`src/rtl/merge_select_ctrl.sv`:
```
// merge_select_ctrl: select/stall controller for one 2-input node of a merge tree.
// Optional stall statistics are built when MERGE_CTRL_STATS_EN is defined.
`default_nettype none

module merge_select_ctrl #(
  parameter int KEY_W = 32,
  parameter int CNT_W = 16
) (
  input  logic             i_clk,
  input  logic             i_rst,
  input  logic [KEY_W-1:0] i_a_key,
  input  logic [KEY_W-1:0] i_b_key,
  input  logic             i_a_empty,
  input  logic             i_b_empty,
  input  logic             i_out_full,
  output logic             o_select_a,
  output logic             o_stall,
  output logic             o_discard,
  output logic             o_switch_output,
  output logic             o_run_done,
  output logic [CNT_W-1:0] o_run_count,
  output logic [CNT_W-1:0] o_stall_cycles
);

  typedef enum logic [2:0] {
    ST_MERGE   = 3'd0,
    ST_DRAIN_A = 3'd1,
    ST_DRAIN_B = 3'd2,
    ST_TERM_A  = 3'd3,
    ST_TERM_B  = 3'd4
  } state_t;

  state_t           state;
  state_t           state_nxt;
  logic             prev_sel;
  logic [CNT_W-1:0] run_count;

  logic a_zero;
  logic b_zero;
  logic need_a;
  logic need_b;
  logic sel_a;
  logic discard_st;
  logic done_st;
  logic stall_raw;
  logic accepted;

  assign a_zero = (i_a_key == '0);
  assign b_zero = (i_b_key == '0);

  always_comb begin
    need_a     = 1'b0;
    need_b     = 1'b0;
    sel_a      = 1'b1;
    discard_st = 1'b0;
    done_st    = 1'b0;
    state_nxt  = state;
    case (state)
      ST_MERGE: begin
        need_a = 1'b1;
        need_b = 1'b1;
        if (a_zero && b_zero) begin
          // Both runs ended: emit A's terminator, drop B's later.
          sel_a     = 1'b1;
          done_st   = 1'b1;
          state_nxt = ST_TERM_B;
        end else if (b_zero) begin
          sel_a     = 1'b1;
          state_nxt = ST_DRAIN_A;
        end else if (a_zero) begin
          sel_a     = 1'b0;
          state_nxt = ST_DRAIN_B;
        end else begin
          sel_a = (i_a_key <= i_b_key);
        end
      end
      ST_DRAIN_A: begin
        need_a = 1'b1;
        sel_a  = 1'b1;
        if (a_zero) begin
          done_st   = 1'b1;
          state_nxt = ST_TERM_B;
        end
      end
      ST_DRAIN_B: begin
        need_b = 1'b1;
        sel_a  = 1'b0;
        if (b_zero) begin
          done_st   = 1'b1;
          state_nxt = ST_TERM_A;
        end
      end
      ST_TERM_A: begin
        need_a     = 1'b1;
        sel_a      = 1'b1;
        discard_st = 1'b1;
        state_nxt  = ST_MERGE;
      end
      ST_TERM_B: begin
        need_b     = 1'b1;
        sel_a      = 1'b0;
        discard_st = 1'b1;
        state_nxt  = ST_MERGE;
      end
      default: state_nxt = ST_MERGE;
    endcase
  end

  assign stall_raw = i_out_full | (need_a & i_a_empty) | (need_b & i_b_empty);
  assign accepted  = ~i_rst & ~stall_raw;

  assign o_stall         = i_rst | stall_raw;
  assign o_select_a      = i_rst | sel_a;
  assign o_discard       = accepted & discard_st;
  assign o_switch_output = accepted & (sel_a != prev_sel);
  assign o_run_done      = accepted & done_st;
  assign o_run_count     = i_rst ? '0 : run_count;

  always_ff @(posedge i_clk) begin
    if (i_rst) begin
      state     <= ST_MERGE;
      prev_sel  <= 1'b1;
      run_count <= '0;
    end else if (accepted) begin
      state <= state_nxt;
      if (!discard_st) begin
        prev_sel <= sel_a;
      end
      if (done_st) begin
        run_count <= run_count + 1'b1;
      end
    end
  end

`ifdef MERGE_CTRL_STATS_EN
  logic [CNT_W-1:0] stall_cnt;

  always_ff @(posedge i_clk) begin
    if (i_rst) begin
      stall_cnt <= '0;
    end else if (stall_raw && (stall_cnt != {CNT_W{1'b1}})) begin
      stall_cnt <= stall_cnt + 1'b1;
    end
  end

  assign o_stall_cycles = i_rst ? '0 : stall_cnt;
`else
  assign o_stall_cycles = '0;
`endif

endmodule

`default_nettype wire

```
`config.mk`:
```
export PLATFORM = sky130hd
export DESIGN_NAME = merge_select_ctrl
export DESIGN_NICKNAME = d
export VERILOG_FILES = /design/src/rtl/merge_select_ctrl.sv
export SDC_FILE = /design/constraint.sdc
export NUM_CORES = 1
export LEC_CHECK = 0
export CORE_ASPECT_RATIO = 1.4
export CORE_MARGIN = 1
export CORE_UTILIZATION = 42
export CTS_CLUSTER_SIZE = 40
export DETAILED_ROUTE_END_ITERATION = 6
export PLACE_DENSITY = 0.8
export REMOVE_ABC_BUFFERS = 1
export SLEW_MARGIN = 20
export SYNTH_ARGS = -nofsm -noshare
export SYNTH_HDL_FRONTEND = slang
export SYNTH_SLANG_ARGS = --single-unit
```
`constraint.sdc`:
```
create_clock -name i_clk -period 4.1 [get_ports i_clk]
set_input_delay 1.025 -clock i_clk [delete_from_list [all_inputs] [get_ports i_clk]]
set_output_delay 1.025 -clock i_clk [all_outputs]
set_load 0.01 [all_outputs]
```
# After elaboration in Yosys (flattened, before gate mapping)
# Index checks and enable logic that the tools add are counted.
dict set report word_totals {
  output_inout_bits 37
  ff_bits 20
  in_bits 69
}
dict set report classes {
  n_mux 18
  bitwise_logic 13
  n_addsub 1
  n_reduce_logical 11
  eq_ne 8
  n_lt_le_gt_ge 1
}
# operator count
set op_table {}
lappend op_table {{$logic_not A32 Y1} 2}
lappend op_table {{$le A32 B32 Y1} 1}
lappend op_table {{$add A16 B1 Y16 const B} 1}
lappend op_table {{$mux W16} 1}
lappend op_table {{$mux W3} 5}
lappend op_table {{$mux W1} 9}
lappend op_table {{$pmux W3 S3} 1}
lappend op_table {{$and A1 B1 Y1} 6}
lappend op_table {{$eq A3 B2 Y1 const B} 2}
lappend op_table {{$reduce_or A3 Y1} 2}
lappend op_table {{$ne A2 B2 Y1 const B} 2}
lappend op_table {{$ne A4 B4 Y1 const B} 1}
lappend op_table {{$or A1 B1 Y1} 4}
lappend op_table {{$reduce_and A2 Y1} 2}
lappend op_table {{$reduce_and A4 Y1} 1}
lappend op_table {{$reduce_or A2 Y1} 2}
lappend op_table {{$eq A3 B1 Y1 const B} 1}
lappend op_table {{$eq A3 B3 Y1 const B} 1}
lappend op_table {{$logic_not A3 Y1} 1}
lappend op_table {{$not A1 Y1} 3}
lappend op_table {{$pmux W1 S3} 1}
lappend op_table {{$pmux W1 S2} 1}
lappend op_table {{$logic_and A1 B1 Y1} 1}
lappend op_table {{$ne A1 B1 Y1} 1}

# Longest topological paths before layout
# Gate-level depths: netlist of run 1.
dict set report logic_depth {
  depth_word 9
  mapped_depth 9
}

# Worst setup path before layout of run 1
# No wires, ideal clock.
dict set report synth_path {
  path_kind {input -> output}
  start {in i_b_key[7]}
  end {out o_switch_output}
  cell_stages 9
  slack_ns 0.365
  required_ns 3.075
  arrival_ns 2.710
  cell_sequence {inv_1 > ha_1 > a21oi_1 > o21ai_0 > o2bb2ai_1 > o41a_1 > o21ai_0 > nor3_1 > nor3_1}
}
dict set report synth_via {
  elab_chain_cells 7
  elab_cells_between_ends 9
}
# element line_no
set synth_rtl {}
lappend synth_rtl {{from (decl)} 12} ;# input logic [KEY_W-1:0] i_b_key,
lappend synth_rtl {{$le A32 B32 Y1} 74} ;# sel_a = (i_a_key <= i_b_key);
lappend synth_rtl {{$mux W1} 70} ;# end else if (a_zero) begin
lappend synth_rtl {{$mux W1} 67} ;# end else if (b_zero) begin
lappend synth_rtl {{$mux W1 *} 62} ;# if (a_zero && b_zero) begin
lappend synth_rtl {{$pmux W1 S2 *} 58} ;# case (state)
lappend synth_rtl {{$ne A1 B1 Y1 *} 115} ;# assign o_switch_output = accepted & (sel_a != prev_sel);
lappend synth_rtl {{$and A1 B1 Y1 *} 115}
lappend synth_rtl {{to (decl)} 19} ;# output logic o_switch_output,
# Every way passes the cells marked *; elsewhere a longest branch is shown, timed or not.

# Worst setup path in the final report of run 1
dict set report layout_path {
  start {in i_a_key[7]}
  end {out o_select_a}
}
dict set report layout_via {
  elab_chain_cells 6
  elab_cells_between_ends 8
}
# element line_no
set layout_rtl {}
lappend layout_rtl {{from (decl)} 11} ;# input logic [KEY_W-1:0] i_a_key,
lappend layout_rtl {{$le A32 B32 Y1 / $logic_not A32 Y1 (equally long branches)} {74, 48}}
lappend layout_rtl {{$mux W1} 70}
lappend layout_rtl {{$mux W1} 67}
lappend layout_rtl {{$mux W1 *} 62}
lappend layout_rtl {{$pmux W1 S2 *} 58}
lappend layout_rtl {{$or A1 B1 Y1 *} 113} ;# assign o_select_a = i_rst | sel_a;
lappend layout_rtl {{to (decl)} 16} ;# output logic o_select_a,
# Marks and branches as above.

==> summary.txt, run 1 <==
GPL Wtd Cong -> 0.912
Mean routed wirelength per cell -> 15.4 um
Via count -> 2,684
Power Total -> 617 uW
Nets -> 531
Total negative slack -> 0 ns
Max incr delay on CP -> 0.40 ns
Clk sinks -> 20
Die area -> 5650 um^2
Synth top area share -> 18.4%
Die Span Y -> 88.5 um
Final Max Slew Viols -> 0
Core Box Area -> 5160 um^2
Area contributors post-synth -> ha_1 18%, dfxtp_1 18%, inv_1 6.5%, buf_4 5.7%, nor4_1 5.0%
Vias in the first global route -> 2,561
# H-tree levels -> 1
First-pass GRT wire length -> 11,100 um
Most frequent cells in the layout -> 37 x buf_4, 33 x clkbuf_2, 27 x nor2_1
Most common library cell in the layout ignoring fill and taps -> buf_4
Initial core utilization -> 43.6%
Tot GR Track Use -> 24.6%
Arrival @ worst endpoint -> 3.05 ns
Final Critical Period -> 4.08 ns
Fin crit share -> 99.4%
Antenna diodes -> 0
Pwr/cell area -> 166 nW/um^2
CP Cell Sequence -> dlygate4sd2_1 -> nor4_2 -> nand4_1 -> o21bai_2 -> nand4b_1 -> o21ai_2 -> buf_4 -> or3_1 -> buf_2
Die span in x -> 63.8 um
FMAX -> 245 MHz
R2R setup slack -> 1.75 ns
Max-Cap Viols -> 0
DR DRC count -> 0
Leakage -> 1.65 nW
FF+latch count, synth -> 20
FF/Latch Area -> 400 um^2
Crit-path slowest cell -> nor4_2
Status -> completed
Final Hold Fails -> 0
Ratio of cells with drive above 1 in the final layout -> 35.0%
Later-pin clock latency in the skew report -> 0.26 ns
Post-synthesis sequential area ratio -> 17.8%
Num CTS Buffers -> 3
Largest net degree at the start of global routing -> 38
HPWL Detailed -> 4930 um
Root Driver -> clkbuf_8
I/O Pins -> 106
Area of the multi-input gates -> 2000 um^2
Core Util, Final -> 72.0%
Worst vdd ir -> 195 uV
Routed wire length -> 7610 um
GR Overflow Total -> 0
Post-Syn Instances -> 305
Layout Skew -> 0.00637 ns
Avg Cell Area, Syn -> 7.37 um^2
# fillers -> 389
Clk buf depth -> 2
Fin area -> 3720 um^2
Critical path class -> input port to primary output
Row count -> 31
Setup crit start kind -> input port
Area after DPL -> 3290 um^2
Vias/cell -> 5.43
Setup-failing EPs final -> 0
Initial DRT Pass Iterations -> 4
Area Growth Syn to Fin -> 65.4%
Routed Antenna Nets -> 0
Setup crit end kind -> primary output
# hold bufs at CTS -> 0
Post-synthesis cell area -> 2250 um^2
CP max FO -> 3
Initial antenna violation count -> 0
Synth area leader -> ha_1
Buffers on Ports -> 89
Critical Path RT -> 3.07 ns
Hold WC Path Type -> flop to flop
Yosys warns -> 0
Starting DRT DRC Count -> 104
Clock slew seen by the registers of the worst setup and hold paths -> 0.07 ns
TritonCTS clock tree -> built
Library cells used by synthesis -> 43
worst paths after layout:
check,from,endpoint,cells after the start
min reg2reg,run_count[1]$_SDFFE_PP0P_,run_count[1]$_SDFFE_PP0P_,2
max,i_a_key[7],o_select_a,9
max reg2reg,state[2]$_SDFFE_PP0P_,run_count[4]$_SDFFE_PP0P_,8
min,run_count[1]$_SDFFE_PP0P_,run_count[1]$_SDFFE_PP0P_,2
cell usage after synthesis, drive strengths merged:
master and count:
o32a 1, nor2 28, nor4 19, a32oi 1, o31ai 1, inv 40, xor2 1, buf 18
xnor2 9, conb 1, nand2b 2, nor3 13, a21oi 19, o21ai 12, a2111oi 1, o21bai 1
o21a 2, o41a 1, dfxtp 20, a221oi 2, o2bb2ai 1, ha 33, a21boi 1, or2 2
and3 2, nand2 20, or3 4, nand4 14, o211ai 1, nand3 6, and2 1, nor2b 14
or4 5, a22oi 1, nand4b 3, clkbuf 5
critical path: cells and delay by family:
kind | cells | cell delay (ns)
simple gates | 4 | 1.11
buf+inv | 3 | 0.58
compound gates | 2 | 0.33
report_power, final:
group	switching (mW)	total (mW)	internal [mW]
logic	0.111	0.224	0.112
registers	0.000359	0.195	0.194
clock network	0.0682	0.199	0.130
logic make-up (layout without fill, tap and decap cells):
| kind of cell | Yosys count | count (layout) | synth area share (%) |
|---|---|---|---|
| AO/OA/AOI/OAI | 45 | 45 | 13.2 |
| AND/OR/NAND/NOR | 133 | 133 | 33.2 |
| buffers and inverters | 63 | 171 | 13.4 |
| XOR/XNOR | 10 | 10 | 3.90 |
| flip-flops | 20 | 20 | 17.8 |
| adder cells (fa/ha/maj) | 33 | 33 | 18.4 |
| other | 1 | 16 | 0.167 |
cell type report:
class	count	area share [%]
multi-input cells	237	53.8
repair buffers	127	27.3
flip-flops and latches	20	10.8
inverters	40	4.04
well taps	66	2.22
clock buffers	3	1.11
clock inverters	1	0.808
registers in the layout, indices dropped and copies added (netlist names):
| signal | cells |
|---|---|
| state | 3 |
| prev_sel | 1 |
| run_count | 16 |
layer usage:
metal | wire length [um] | track usage [%] | vias to the layer above
li1 | - | - | 1292
met1 | 2750 | 23.5 | 1250
met2 | 4240 | 51.7 | 110
met3 | 323 | 2.71 | 32
met4 | 296 | 10.5 | 0
met5 | 0 | 0 | -
per-stage QoR:
stage,std cells,setup WS (ns),hold slack [ns]
2_1_floorplan,297,0.365,0.455
3_3_place_gp,474,-0.703,0.475
3_5_place_dp,474,-0.703,0.487
4_1_cts,484,-0.0709,0.495
5_1_grt,494,-0.0745,0.535
6_report,494,0.0241,0.492
timing repair:
item,CTS,global route
pin swaps,29,25
gates cloned,0,0
setup buffers,6,10
gates resized for setup,109,104
setup endpoints to repair,3,2
(Power assumes the default switching activity.)
==> run 2: changes to the inputs <==
--- a/config.mk
+++ b/config.mk
@@ -7,10 +7,10 @@
 export LEC_CHECK = 0
 export CORE_ASPECT_RATIO = 1.4
 export CORE_MARGIN = 1
-export CORE_UTILIZATION = 42
+export CORE_UTILIZATION = 38
 export CTS_CLUSTER_SIZE = 40
 export DETAILED_ROUTE_END_ITERATION = 6
-export PLACE_DENSITY = 0.8
+export PLACE_DENSITY = 0.76
 export REMOVE_ABC_BUFFERS = 1
 export SLEW_MARGIN = 20
 export SYNTH_ARGS = -nofsm -noshare
==> constraint.sdc (replaced) <==
create_clock -name i_clk -period 3.7 [get_ports i_clk]
set_input_delay 0.925 -clock i_clk [delete_from_list [all_inputs] [get_ports i_clk]]
set_output_delay 0.925 -clock i_clk [all_outputs]
set_load 0.01 [all_outputs]
==> run 2 against run 1 <==
  * Core utilization down 7.4 points
  * Final cell count down 1.0%
  * Setup slack worse by 0.023 ns
==> summary.txt, run 2 (synthesized netlist as in run 1, its figures left out) <==
Status -> completed
Num CTS Buffers -> 3
Setup-failing EPs final -> 0
Row count -> 32
Die area -> 6230 um^2
R2R setup slack -> 1.45 ns
First-pass GRT wire length -> 10,600 um
P_sw -> 189 uW
Cell Count, Final, Fillers Out -> 489
GPL Wtd Cong -> 0.865
Area Growth Syn to Fin -> 61.2%
Top reg by flops -> run_count
Nets -> 524
Routed Antenna Nets -> 0
Worst vdd ir -> 310 uV
Max incr delay on CP -> 0.33 ns
Register share of total power -> 32.3%
CP max FO -> 3
Max FFs per register -> 16
Clock slew seen by the registers of the worst setup and hold paths -> 0.07 ns
Die span in x -> 67.0 um
Largest regs -> run_count (16), state (3), prev_sel (1)
Vias/cell -> 5.14
Ratio of cells with drive above 1 in the final layout -> 41.1%
Layout Skew -> 0.00370 ns
Hold WC Path Type -> flop to flop
Crit-path slowest cell -> o41a_1
GR Overflow Total -> 0
Clk sinks -> 20
Post-Place Cells -> 475
Tot GR Track Use -> 21.5%
Most frequent cells in the layout -> 41 x clkbuf_2, 31 x buf_4, 27 x nor2_1
# fillers -> 498
Via count -> 2,514
Routed wire length -> 6850 um
Setup crit end kind -> primary output
Core Box Area -> 5610 um^2
DR DRC count -> 0
Most common cell on crit path -> nor3_2
# H-tree levels -> 1
Most common library cell in the layout ignoring fill and taps -> clkbuf_2
Vias in the first global route -> 2,611
HPWL Detailed -> 5000 um
Critical path class -> input port to primary output
Sw Ratio -> 28.3%
Combinational Power Share -> 35.5%
Power share of the clock group -> 32.2%
Initial antenna violation count -> 0
FMAX -> 270 MHz
Final Hold Fails -> 0
Int Pwr -> 480 uW
Clk buf depth -> 2
Arrival @ worst endpoint -> 2.77 ns
I/O Pins -> 106
Initial core utilization -> 40.1%
Root Driver -> clkbuf_8
Starting DRT DRC Count -> 54
Core Util, Final -> 64.6%
Initial DRT Pass Iterations -> 4
Antenna diodes -> 0
CP Cell Sequence -> buf_6 -> inv_4 -> ha_4 -> nor2b_1 -> o211ai_1 -> a2111oi_4 -> o41a_1 -> o21ai_2 -> buf_4 -> nor3_2 -> nor3_2 -> buf_2
Max-Cap Viols -> 0
FF/Latch Area -> 400 um^2
Area of the multi-input gates -> 2030 um^2
Mean routed wirelength per cell -> 14.0 um
Leakage -> 1.50 nW
Final Critical Period -> 3.70 ns
Largest net degree at the start of global routing -> 38
TritonCTS clock tree -> built
Final Max Slew Viols -> 0
Later-pin clock latency in the skew report -> 0.26 ns
Critical Path RT -> 2.77 ns
Die Span Y -> 93.0 um
RSZ-0062 raised after global routing -> true
Pwr/cell area -> 185 nW/um^2
Buffers on Ports -> 89
Setup crit start kind -> input port
Fin crit share -> 100%
[run 2: changes by cell type in the layout (fill, tap and decap cells not counted), moves of 4 or more]
| cell | delta |
|---|---|
| buf_2 | +6 |
| dlymetal6s2s_1 | -13 |
| buf_6 | +8 |
| clkbuf_2 | +8 |
| dlygate4sd2_1 | -12 |
| a21oi_1 | -4 |
| a21oi_2 | +4 |
| buf_4 | -6 |
[run 2: path summary, 6_finish.rpt]
check                                 start                         to  cells after the start
setup / recovery                 i_b_key[1]            o_switch_output                     12
hold / removal    run_count[1]$_SDFFE_PP0P_  run_count[1]$_SDFFE_PP0P_                      2
setup reg to reg      state[2]$_SDFFE_PP0P_  run_count[6]$_SDFFE_PP0P_                      8
hold reg to reg   run_count[1]$_SDFFE_PP0P_  run_count[1]$_SDFFE_PP0P_                      2
[run 2: timing repair]
action	in CTS	in global routing
hold buffers	0	0
buffers inserted	5	5
gates resized for setup	155	143
pin swaps	32	34
setup endpoints to repair	4	2
hold endpoints to repair	0	0
[run 2: per-stage QoR]
stage          worst slack, ns  hold WS [ns]  power [mW]  setup TNS, ns  cell area [um^2]
3_3_place_gp            -0.978         0.487       0.414          -2.22              3290
6_report               0.00145         0.496       0.669              0              3620
3_5_place_dp             -1.01         0.485       0.419          -2.36              3290
5_1_grt                 -0.155         0.532       0.707         -0.164              3620
2_1_floorplan            0.165         0.455       0.298              0              2150
4_1_cts                 -0.117         0.498       0.648         -0.117              3610
[run 2: area by class of cell]
class                           instances  area share, %
Clock buffer                            3           1.14
Clock inverter                          1          0.829
Tap cell                               68           2.35
Inverter                               40           4.21
Sequential cell                        20           11.0
Timing Repair Buffer                  120           24.3
Multi-Input combinational cell        237           56.1
[run 2: per-layer routing]
layer / share of wire [%] / track usage (%) / wire, um / up-vias
li1: - / - / - / 1279
met3: 4.1 / 1.46 / 280 / 18
met2: 56 / 44.1 / 3830 / 80
met4: 2.6 / 7.62 / 177 / 0
met5: 0 / 0 / 0 / -
met1: 37 / 21.1 / 2560 / 1137
[run 2: power by group through the flow]
stage,logic [mW],registers (mW),clock network [mW]
2_1_floorplan,0.0769,0.221,0
3_3_place_gp,0.193,0.221,0
3_5_place_dp,0.198,0.221,0
4_1_cts,0.214,0.216,0.218
5_1_grt,0.264,0.216,0.227
6_report,0.238,0.216,0.216
[run 2: critical path: cells and delay by family]
kind	cells	cell delay (ns)
simple gates	3	0.30
buf+inv	4	0.44
fa+ha+maj	1	0.18
compound gates	4	0.92
